### src/rtl/tlp_xcvr_pkg.sv
// Shared types and sizing for the TLP transceiver: chunk geometry, the
// F2C arbiter state encoding and the plain word typedefs.
package tlp_xcvr_pkg;

  typedef logic [63:0] uint64;
  typedef logic [31:0] uint32;

  // F2C chunk size in bytes; the arbiter counts in 64-bit quadwords.
  localparam int F2C_CHUNKSIZE = 1024;
  localparam int CHUNK_QWS_DEF = F2C_CHUNKSIZE / 8;

  typedef enum logic {
    S_IDLE,
    S_XFER
  } arbState_t;

endpackage

### src/rtl/f2c_chunk_arb_rr_pick.sv
// Combinational round-robin selector: first set request bit found searching
// upward from rrPtr, wrapping modulo NUM_SRC (non-power-of-two safe).
module rr_pick #(
  parameter int NUM_SRC = 4,
  parameter int PTR_W   = $clog2(NUM_SRC)
) (
  input  logic [NUM_SRC-1:0] req,
  input  logic [PTR_W-1:0]   rrPtr,
  output logic [PTR_W-1:0]   winner,
  output logic               anyReq
);

  int idx;

  always_comb begin
    winner = '0;
    anyReq = 1'b0;
    idx    = 0;
    for (int k = 0; k < NUM_SRC; k++) begin
      idx = int'(rrPtr) + k;
      if (idx >= NUM_SRC) idx = idx - NUM_SRC;
      if (!anyReq && req[PTR_W'(idx)]) begin
        anyReq = 1'b1;
        winner = PTR_W'(idx);
      end
    end
  end

endmodule

### src/rtl/f2c_chunk_arb.sv
// Round-robin chunk scheduler in front of the F2C DMA pipe: one source owns
// the pipe for a whole chunk. Optional statistics ports under F2C_ARB_STATS_EN.
module f2c_chunk_arb
  import tlp_xcvr_pkg::*;
#(
  parameter int NUM_SRC   = 4,
  parameter int CHUNK_QWS = CHUNK_QWS_DEF,
  parameter int PTR_W     = $clog2(NUM_SRC),
  parameter int QW_W      = (CHUNK_QWS > 1) ? $clog2(CHUNK_QWS) : 1
) (
  input  logic                  pcieClk_in,
  input  logic                  pcieRst_in,
  input  logic [NUM_SRC*64-1:0] srcData_in,
  input  logic [NUM_SRC-1:0]    srcValid_in,
  input  logic [NUM_SRC-1:0]    srcChunkRdy_in,
  input  logic [NUM_SRC-1:0]    srcEnable_in,
  output logic [NUM_SRC-1:0]    srcReady_out,
  output logic [NUM_SRC-1:0]    srcReset_out,
  output logic [63:0]           f2cData_out,
  output logic                  f2cValid_out,
  input  logic                  f2cReady_in,
  input  logic                  f2cReset_in,
  output logic [PTR_W-1:0]      curSrc_out,
  output logic                  busy_out,
  output logic                  underrun_out
`ifdef F2C_ARB_STATS_EN
  ,
  output logic [NUM_SRC*32-1:0] chunkCount_out,
  output uint32                 underrunCount_out
`endif
);

  arbState_t        state, nextState;
  logic [PTR_W-1:0] rrPtr, curSrc, winner;
  logic [QW_W-1:0]  qwCount;
  logic             underrun, anyReq;
  logic             grant, xferQw, lastQw, underrunQw;
  uint64            srcWord [NUM_SRC];

  for (genvar i = 0; i < NUM_SRC; i++) begin : g_unpack
    assign srcWord[i] = srcData_in[64*i +: 64];
  end

  rr_pick #(
    .NUM_SRC(NUM_SRC),
    .PTR_W  (PTR_W)
  ) u_rrPick (
    .req   (srcChunkRdy_in & srcEnable_in),
    .rrPtr (rrPtr),
    .winner(winner),
    .anyReq(anyReq)
  );

  assign grant      = (state == S_IDLE) && anyReq;
  assign xferQw     = (state == S_XFER) && f2cReady_in;
  assign lastQw     = xferQw && (qwCount == '0);
  assign underrunQw = xferQw && !srcValid_in[curSrc];

  // A flush overrides any in-progress chunk; otherwise a chunk ends only on its last QW.
  always_comb begin
    nextState    = state;
    f2cData_out  = '0;
    f2cValid_out = 1'b0;
    srcReady_out = '0;
    srcReset_out = {NUM_SRC{f2cReset_in && !pcieRst_in}};
    busy_out     = (state == S_XFER);
    curSrc_out   = curSrc;
    underrun_out = underrun;
    unique case (state)
      S_IDLE: if (anyReq) nextState = S_XFER;
      S_XFER: begin
        f2cData_out          = srcWord[curSrc];
        f2cValid_out         = srcValid_in[curSrc];
        srcReady_out[curSrc] = f2cReady_in;
        if (lastQw) nextState = S_IDLE;
      end
      default: nextState = S_IDLE;
    endcase
    if (f2cReset_in) nextState = S_IDLE;
  end

  always_ff @(posedge pcieClk_in) begin
    if (pcieRst_in) begin
      state    <= S_IDLE;
      rrPtr    <= '0;
      qwCount  <= '0;
      curSrc   <= '0;
      underrun <= 1'b0;
    end else begin
      state <= nextState;
      if (f2cReset_in) begin
        rrPtr   <= '0;
        qwCount <= '0;
      end else begin
        if (grant) begin
          curSrc  <= winner;
          qwCount <= QW_W'(CHUNK_QWS - 1);
          rrPtr   <= (int'(winner) == NUM_SRC - 1) ? '0 : winner + 1'b1;
        end else if (xferQw) begin
          qwCount <= qwCount - 1'b1;
        end
        if (underrunQw) underrun <= 1'b1;
      end
    end
  end

`ifdef F2C_ARB_STATS_EN
  uint32 chunkCnt [NUM_SRC];
  uint32 underrunCnt;

  // Saturating counters; a flush discards them together with the pipe contents.
  always_ff @(posedge pcieClk_in) begin
    if (pcieRst_in || f2cReset_in) begin
      for (int i = 0; i < NUM_SRC; i++) chunkCnt[i] <= '0;
      underrunCnt <= '0;
    end else begin
      if (lastQw && (chunkCnt[curSrc] != '1)) chunkCnt[curSrc] <= chunkCnt[curSrc] + 1'b1;
      if (underrunQw && (underrunCnt != '1)) underrunCnt <= underrunCnt + 1'b1;
    end
  end

  for (genvar i = 0; i < NUM_SRC; i++) begin : g_pack
    assign chunkCount_out[32*i +: 32] = chunkCnt[i];
  end
  assign underrunCount_out = underrunCnt;
`endif

endmodule

### config.mk
export PLATFORM = sky130hd
export DESIGN_NAME = f2c_chunk_arb
export DESIGN_NICKNAME = d
export VERILOG_FILES = /design/src/rtl/tlp_xcvr_pkg.sv /design/src/rtl/f2c_chunk_arb_rr_pick.sv /design/src/rtl/f2c_chunk_arb.sv
export SDC_FILE = /design/constraint.sdc
export NUM_CORES = 1
export LEC_CHECK = 0
export CORE_AREA = 3 3 135 137
export CTS_CLUSTER_DIAMETER = 80
export CTS_CLUSTER_SIZE = 12
export DETAILED_ROUTE_END_ITERATION = 8
export DIE_AREA = 0 0 138 140
export GPL_ROUTABILITY_DRIVEN = 1
export SYNTH_ARGS = -nofsm -noshare
export SYNTH_HDL_FRONTEND = slang
export SYNTH_SLANG_ARGS = --single-unit
### constraint.sdc
create_clock -name pcieClk_in -period 1.8 [get_ports pcieClk_in]
set_clock_uncertainty 0.1 [all_clocks]
set_input_delay 0.27 -clock pcieClk_in [delete_from_list [all_inputs] [get_ports pcieClk_in]]
set_output_delay 0.27 -clock pcieClk_in [all_outputs]
set_load 0.1 [all_outputs]
==> metrics.yaml, run 1 <==
status:
  status: "complete, but fails checks"
  failed_checks: "setup timing"
global_route:
  grt.total_usage_pct: 17.11
  antenna_found_initial: 0
  grt_max_degree: 32
  grt_pass1_wl_mm: 25.70
  grt_overflow: 0
  grt_pass1_vias: 3911
power:
  p_leak_nw: 2.966
  total_power_mw: 3.354
  pwr_density_cell_nw_per_um2: 416.4
  ir_drop_v: 0.0002725
yosys:
  ys_ff_latch: 13
  syn_inst: 239
  yosys_warnings: 0
  ys.flop_type: "dfxtp_1"
  synth_area_um2: 2700
  syn_nets: 513
  synthArstFlopShare_pct: 0
  seq_area_frac_synth_pct: 9.639
  yosys.cell_types.count: 37
  synth.avg_cell_area_um2: 11.30
  synth-edff-count: 0
timing:
  maxSlewHeadroom_pct: 79.76
  final_max_slew_viol_count: 0
  hold_violations: 0
  tightest_slew_ps: 301.0
  min_period_over_period_pct: 120.2
  hold_ws_ps: 413.3
  setup_viol: 66
  fin_crit_ps: 2163
  rsz0062_at_grt: "true"
  fmaxAchievable_mhz: 462.3
  setup_tns_ps: -20240
  postLayoutSetupSlackWorst_ps: -363.1
clock_network:
  h-tree-depth: 1
  cts_tree: "built"
  clkLatencyLatePin_ps: 240
  numCtsBuffers: 3
  cts.clk_slew.worst_paths_ps: 40
  cts_root_buffer: "clkbuf_16"
  cts_buffer_depth: 2
  cts.sinks: 13
worst_setup_path:
  crit_fanout: 6
  critPathLaunchType: "flip-flop"
  crit_required_ps: 1430
  end_kind: "output port"
  critical_path_class: "reg -> out"
  cp.arrival_ps: 1790
final_layout:
  num-nets-final: 879
  area_growth_pct: 198.3
  final_common_cell: "clkdlybuf4s50_1"
  diodes: 0
  final_area_um2: 8055
  stdcell_count: 829
  utilization_pct: 46.90
  num-fill-cells: 1569
  layout-drive-gt1-share_pct: 44.87
  final_cell_mix: "270 x clkdlybuf4s50_1, 86 x buf_12, 66 x and2_4, 65 x mux4_2, 12 x buf_4"
min_path:
  hp-class: "reg -> reg"
drt:
  routed_via_density: 4.517
  wl_per_cell_um: 21.62
  drc: 0
  vias: 3745
  drt_first_pass_iters: 6
  wl_mm: 17.92
  antenna_left: 0
  drt_iter0_drc: 98
place:
  io_buffers: 348
  pre_cts_slack_ps: -141.3
  placed_cell_area_um2: 7580
  placed_cells: 805
  gp_congestion: 0.9923
  hpwl_mm: 14.78
die:
  ios: 349
  dieWidth_um: 138
  core-area_um2: 17180
  placementRows: 48
  die_area_um2: 19320
  start_util_pct: 15.72
  die_h_um: 140
run:
  maxCapViolations: 0
## cells by family (layout without fill, tap and decap cells)
group / after synthesis / after routing / share of synthesized area, %
buffers and inverters: 31 / 396 / 5.514
and+or+nand+nor: 97 / 97 / 21.50
xor gates and xnor gates: 7 / 7 / 2.271
adders and majority gates: 2 / 2 / 0.9266
DFF: 13 / 13 / 9.639
AOI/OAI and AO/OA: 24 / 24 / 5.931
muxes: 65 / 65 / 54.22
## flip-flops by register name, summed over array words and instances (netlist names)
signal and cells:
underrun_out 1, rrPtr 2, busy_out 1, qwCount 7, curSrc_out 2
## what timing repair did
item	in CTS	in global routing
setup endpoints to repair	69	69
setup buffers	1	12
pin swaps	1	23
hold buffers	0	0
gates resized for setup	7	18
gates cloned	2	7
## path summary, 6_finish.rpt
kind	slack [ps]	cells after the start	endpoint	startpoint
hold / removal	410	2	underrun_out	underrun_out
setup / recovery	-360	5	f2cData_out[19]	curSrc_out[0]
setup reg to reg	80	7	underrun_out	curSrc_out[0]
hold reg to reg	410	2	underrun_out	underrun_out
## Yosys cell counts, types with 2 or more instances
cell | count | area share, %
a211oi_1 | 3 | 0.83
a21oi_1 | 9 | 1.7
and2_1 | 66 | 15
buf_2 | 10 | 1.9
buf_4 | 3 | 0.83
clkbuf_1 | 14 | 1.9
dfxtp_1 | 13 | 9.6
ha_1 | 2 | 0.93
inv_1 | 2 | 0.28
mux4_2 | 65 | 54
nand2_1 | 9 | 1.3
nor2_1 | 6 | 0.83
nor2b_1 | 2 | 0.46
nor3_1 | 4 | 0.74
o21ai_0 | 3 | 0.56
o31ai_1 | 2 | 0.56
xnor2_1 | 4 | 1.3
xor2_1 | 3 | 0.97
## metal layers
layer	up-vias	wire length [µm]	GRT usage [%]
met2	198	9760	32.55
met5	-	0	0
met4	0	123	1.456
met1	1874	6684	20.07
met3	10	1354	4.404
li1	1663	-	-
## area by class of cell
type,instances,area (µm²),share of cell area [%]
Sequential cell,13,271.5,3.371
Tap cell,225,281.5,3.495
Timing Repair Buffer,390,4893,60.75
Inverter,2,7.507,0.09320
Multi-Input combinational cell,195,2522,31.31
Clock buffer,4,78.83,0.9786
## report_power, final
| part | switching, mW | total, mW | internal [mW] |
|---|---|---|---|
| Combinational | 1.15 | 2.60 | 1.44 |
| Sequential | 0.0343 | 0.343 | 0.308 |
| Clock | 0.118 | 0.416 | 0.298 |
## critical path, cell delays in order, from the launching register on
cell and delay (ps):
dfxtp_4 380, buf_8 150, buf_12 130, mux4_2 550, and2_4 180, buf_12 160
(Power assumes the default switching activity.)
==> inputs of run 2 (changes only) <==
CELL_PAD_IN_SITES_DETAIL_PLACEMENT = 0   (was unset)
CELL_PAD_IN_SITES_GLOBAL_PLACEMENT = 2   (was unset)
CORE_AREA = 3 3 161 163   (was 3 3 135 137)
DIE_AREA = 0 0 164 166   (was 0 0 138 140)
GPL_TIMING_DRIVEN = 0   (was unset)
PLACE_DENSITY = 0.84   (was unset)
==> run 2 against run 1 <==
The flow still finishes with violations (setup timing). Via count is 3.7% lower. Flip-flop and latch count unchanged. Cell area fell by 0.78%. Utilization down 14 points.
==> metrics.yaml, run 2 (synthesis results as in run 1) <==
status:
  status: "complete, but fails checks"  # unchanged
  failed_checks: "setup timing"  # unchanged
power:
  p_leak_nw: 2.907  # was 2.966 nW
  pwr-share-clk_pct: 12.7  # was 12.4%
  p_sw_mw: 1.311  # was 1.304 mW
  ir_drop_v: 0.0003979  # was 0.0002725 V
  p_seq_share_pct: 10.1  # was 10.2%
  power.internal_mw: 1.993  # was 2.050 mW
  p_comb_share_pct: 77.2  # was 77.4%
  p_sw_share_pct: 39.68  # was 38.87%
  pwr_density_cell_nw_per_um2: 413.4  # was 416.4 nW/µm²
timing:
  tightest_slew_ps: 964.8  # was 301.0 ps
  fmaxAchievable_mhz: 454.1  # was 462.3 MHz
  final_max_slew_viol_count: 0  # unchanged
  fin_crit_ps: 2202  # was 2163 ps
  setup_tns_ps: -23820  # was -20,240 ps
  hold_ws_ps: 395.4  # was 413.3 ps
  setup_viol: 67  # was 66
  min_period_over_period_pct: 122.3  # was 120.2%
  maxSlewHeadroom_pct: 35.93  # was 79.76%
  hold_violations: 0  # unchanged
  postLayoutSetupSlackWorst_ps: -402.1  # was -363.1 ps
  rsz0062_at_grt: "true"  # unchanged
drt:
  drt_iter0_drc: 134  # was 98
  wl_per_cell_um: 20.54  # was 21.62 µm
  routed_via_density: 3.891  # was 4.517
  drc: 0  # unchanged
  drt_first_pass_iters: 4  # was 6
  antenna_left: 0  # unchanged
  wl_mm: 19.04  # was 17.92 mm
  vias: 3607  # was 3,745
die:
  die_area_um2: 27220  # was 19,320 µm²
  die_h_um: 166  # was 140 µm
  ios: 349  # unchanged
  placementRows: 57  # was 48
  start_util_pct: 11.04  # was 15.72%
  dieWidth_um: 164  # was 138 µm
  core-area_um2: 24460  # was 17,180 µm²
clock_network:
  cts_hold_buffers: 0  # unchanged
  cts_root_buffer: "clkbuf_16"  # unchanged
  cts_buffer_depth: 2  # unchanged
  cts.clk_slew.worst_paths_ps: 50  # was 40 ps
  h-tree-depth: 1  # unchanged
  numCtsBuffers: 3  # unchanged
  clkLatencyLatePin_ps: 240  # about the same
  cts.sinks: 13  # unchanged
  cts_tree: "built"  # unchanged
run:
  maxCapViolations: 0  # unchanged
worst_setup_path:
  critPathLaunchType: "flip-flop"  # unchanged
  crit_fanout: 7  # was 6
  end_kind: "output port"  # unchanged
  crit_required_ps: 1430  # about the same
  r2r_slack_ps: 20  # was 80 ps
  critical_path_class: "reg -> out"  # unchanged
  cp.arrival_ps: 1830  # was 1790 ps
final_layout:
  largest_register: "qwCount"  # unchanged
  final_cell_mix: "269 x clkdlybuf4s50_1, 77 x buf_12, 66 x and2_4, 65 x mux4_2, 10 x dfxtp_1"  # was 270 x clkdlybuf4s50_1, 86 x buf_12, 66 x and2_4, 65 x mux4_2, 12 x buf_4
  num-nets-final: 878  # was 879
  largest_register_ffs: 7  # unchanged
  area_growth_pct: 196.0  # was 198.3%
  layout-drive-gt1-share_pct: 43.95  # was 44.87%
  final_common_cell: "clkdlybuf4s50_1"  # unchanged
  diodes: 0  # unchanged
place:
  gp_congestion: 0.8399  # was 0.9923
  hpwl_mm: 15.90  # was 14.78 mm
  io_buffers: 348  # unchanged
global_route:
  antenna_found_initial: 1  # was 0
  grt_max_degree: 11  # was 32
  grt_overflow: 0  # unchanged
  grt_pass1_vias: 3974  # was 3,911
  grt_pass1_wl_mm: 26.63  # was 25.70 mm
  grt.total_usage_pct: 12.91  # was 17.11%
min_path:
  hp-class: "reg -> reg"  # unchanged
run 2: cell types whose count changed in the layout (fill, tap and decap cells not counted), sizes merged:
| cell | delta |
|---|---|
| buf | -18 |
| clkbuf | +14 |
| clkdlybuf4s15 | +4 |
| bufbuf | -1 |
| clkdlybuf4s50 | -1 |
| dlymetal6s2s | +1 |
run 2: repair_timing:
| action | in CTS | in global routing |
|---|---|---|
| endpoints found under the setup margin | 78 | 74 |
| cloned | 1 | 5 |
| buffers inserted | 6 | 2 |
| gates resized for setup | 664 | 15 |
| pin swaps | 1 | 2 |
run 2: cell type report:
cell class	count	area, µm²
sequential	13	271.5
multi-input combinational	195	2522
buffer	29	319.1
clock buffer	4	78.83
timing repair buffer	360	4388
fill	2447	16470
tap	324	405.4
inverter	2	7.507
run 2: layer usage:
| metal | GRT usage, % | vias up | wire length (µm) |
|---|---|---|---|
| met5 | 0 | - | 0 |
| met4 | 1.361 | 0 | 146 |
| met3 | 3.118 | 10 | 1681 |
| met2 | 23.52 | 182 | 9883 |
| met1 | 15.83 | 1745 | 7327 |
| li1 | - | 1670 | - |
run 2: worst paths after layout:
path	startpoint	endpoint	depth (start not counted)
worst max-delay path	curSrc_out[0]	f2cData_out[5]	5
worst min-delay path	underrun_out	underrun_out	2
worst max register to register	curSrc_out[0]	underrun_out	7
worst min register to register	underrun_out	underrun_out	2
run 2: worst max-delay path: stages, from the launching register on:
cell,delay (ps)
dfxtp_4,380
buf_12,180
clkbuf_16,180
mux4_2,490
and2_4,190
buf_12,160
run 2: metrics by stage:
step | instance area, µm² | utilization [%] | cells | worst slack [ps] | total power [mW]
after floorplan | 3090 | - | 239 | -252.9 | 1.692
after global routing | 7993 | 32.67 | 927 | -442.9 | 3.444
final | 7993 | 32.67 | 927 | -402.1 | 3.304
after global placement | 6979 | 28.53 | 911 | -1285 | 2.588
after CTS | 7838 | 32.04 | 922 | -427.1 | 3.280
after detailed placement | 6979 | 28.53 | 911 | -1270 | 2.594
run 2: power groups by stage:
| stage | logic (mW) | registers (mW) | clock network, mW |
|---|---|---|---|
| 6_report | 2.55 | 0.334 | 0.420 |
| 4_1_cts | 2.52 | 0.333 | 0.428 |
| 3_5_place_dp | 2.26 | 0.339 | 0 |
| 3_3_place_gp | 2.25 | 0.339 | 0 |
| 2_1_floorplan | 1.32 | 0.368 | 0 |
| 5_1_grt | 2.67 | 0.338 | 0.433 |
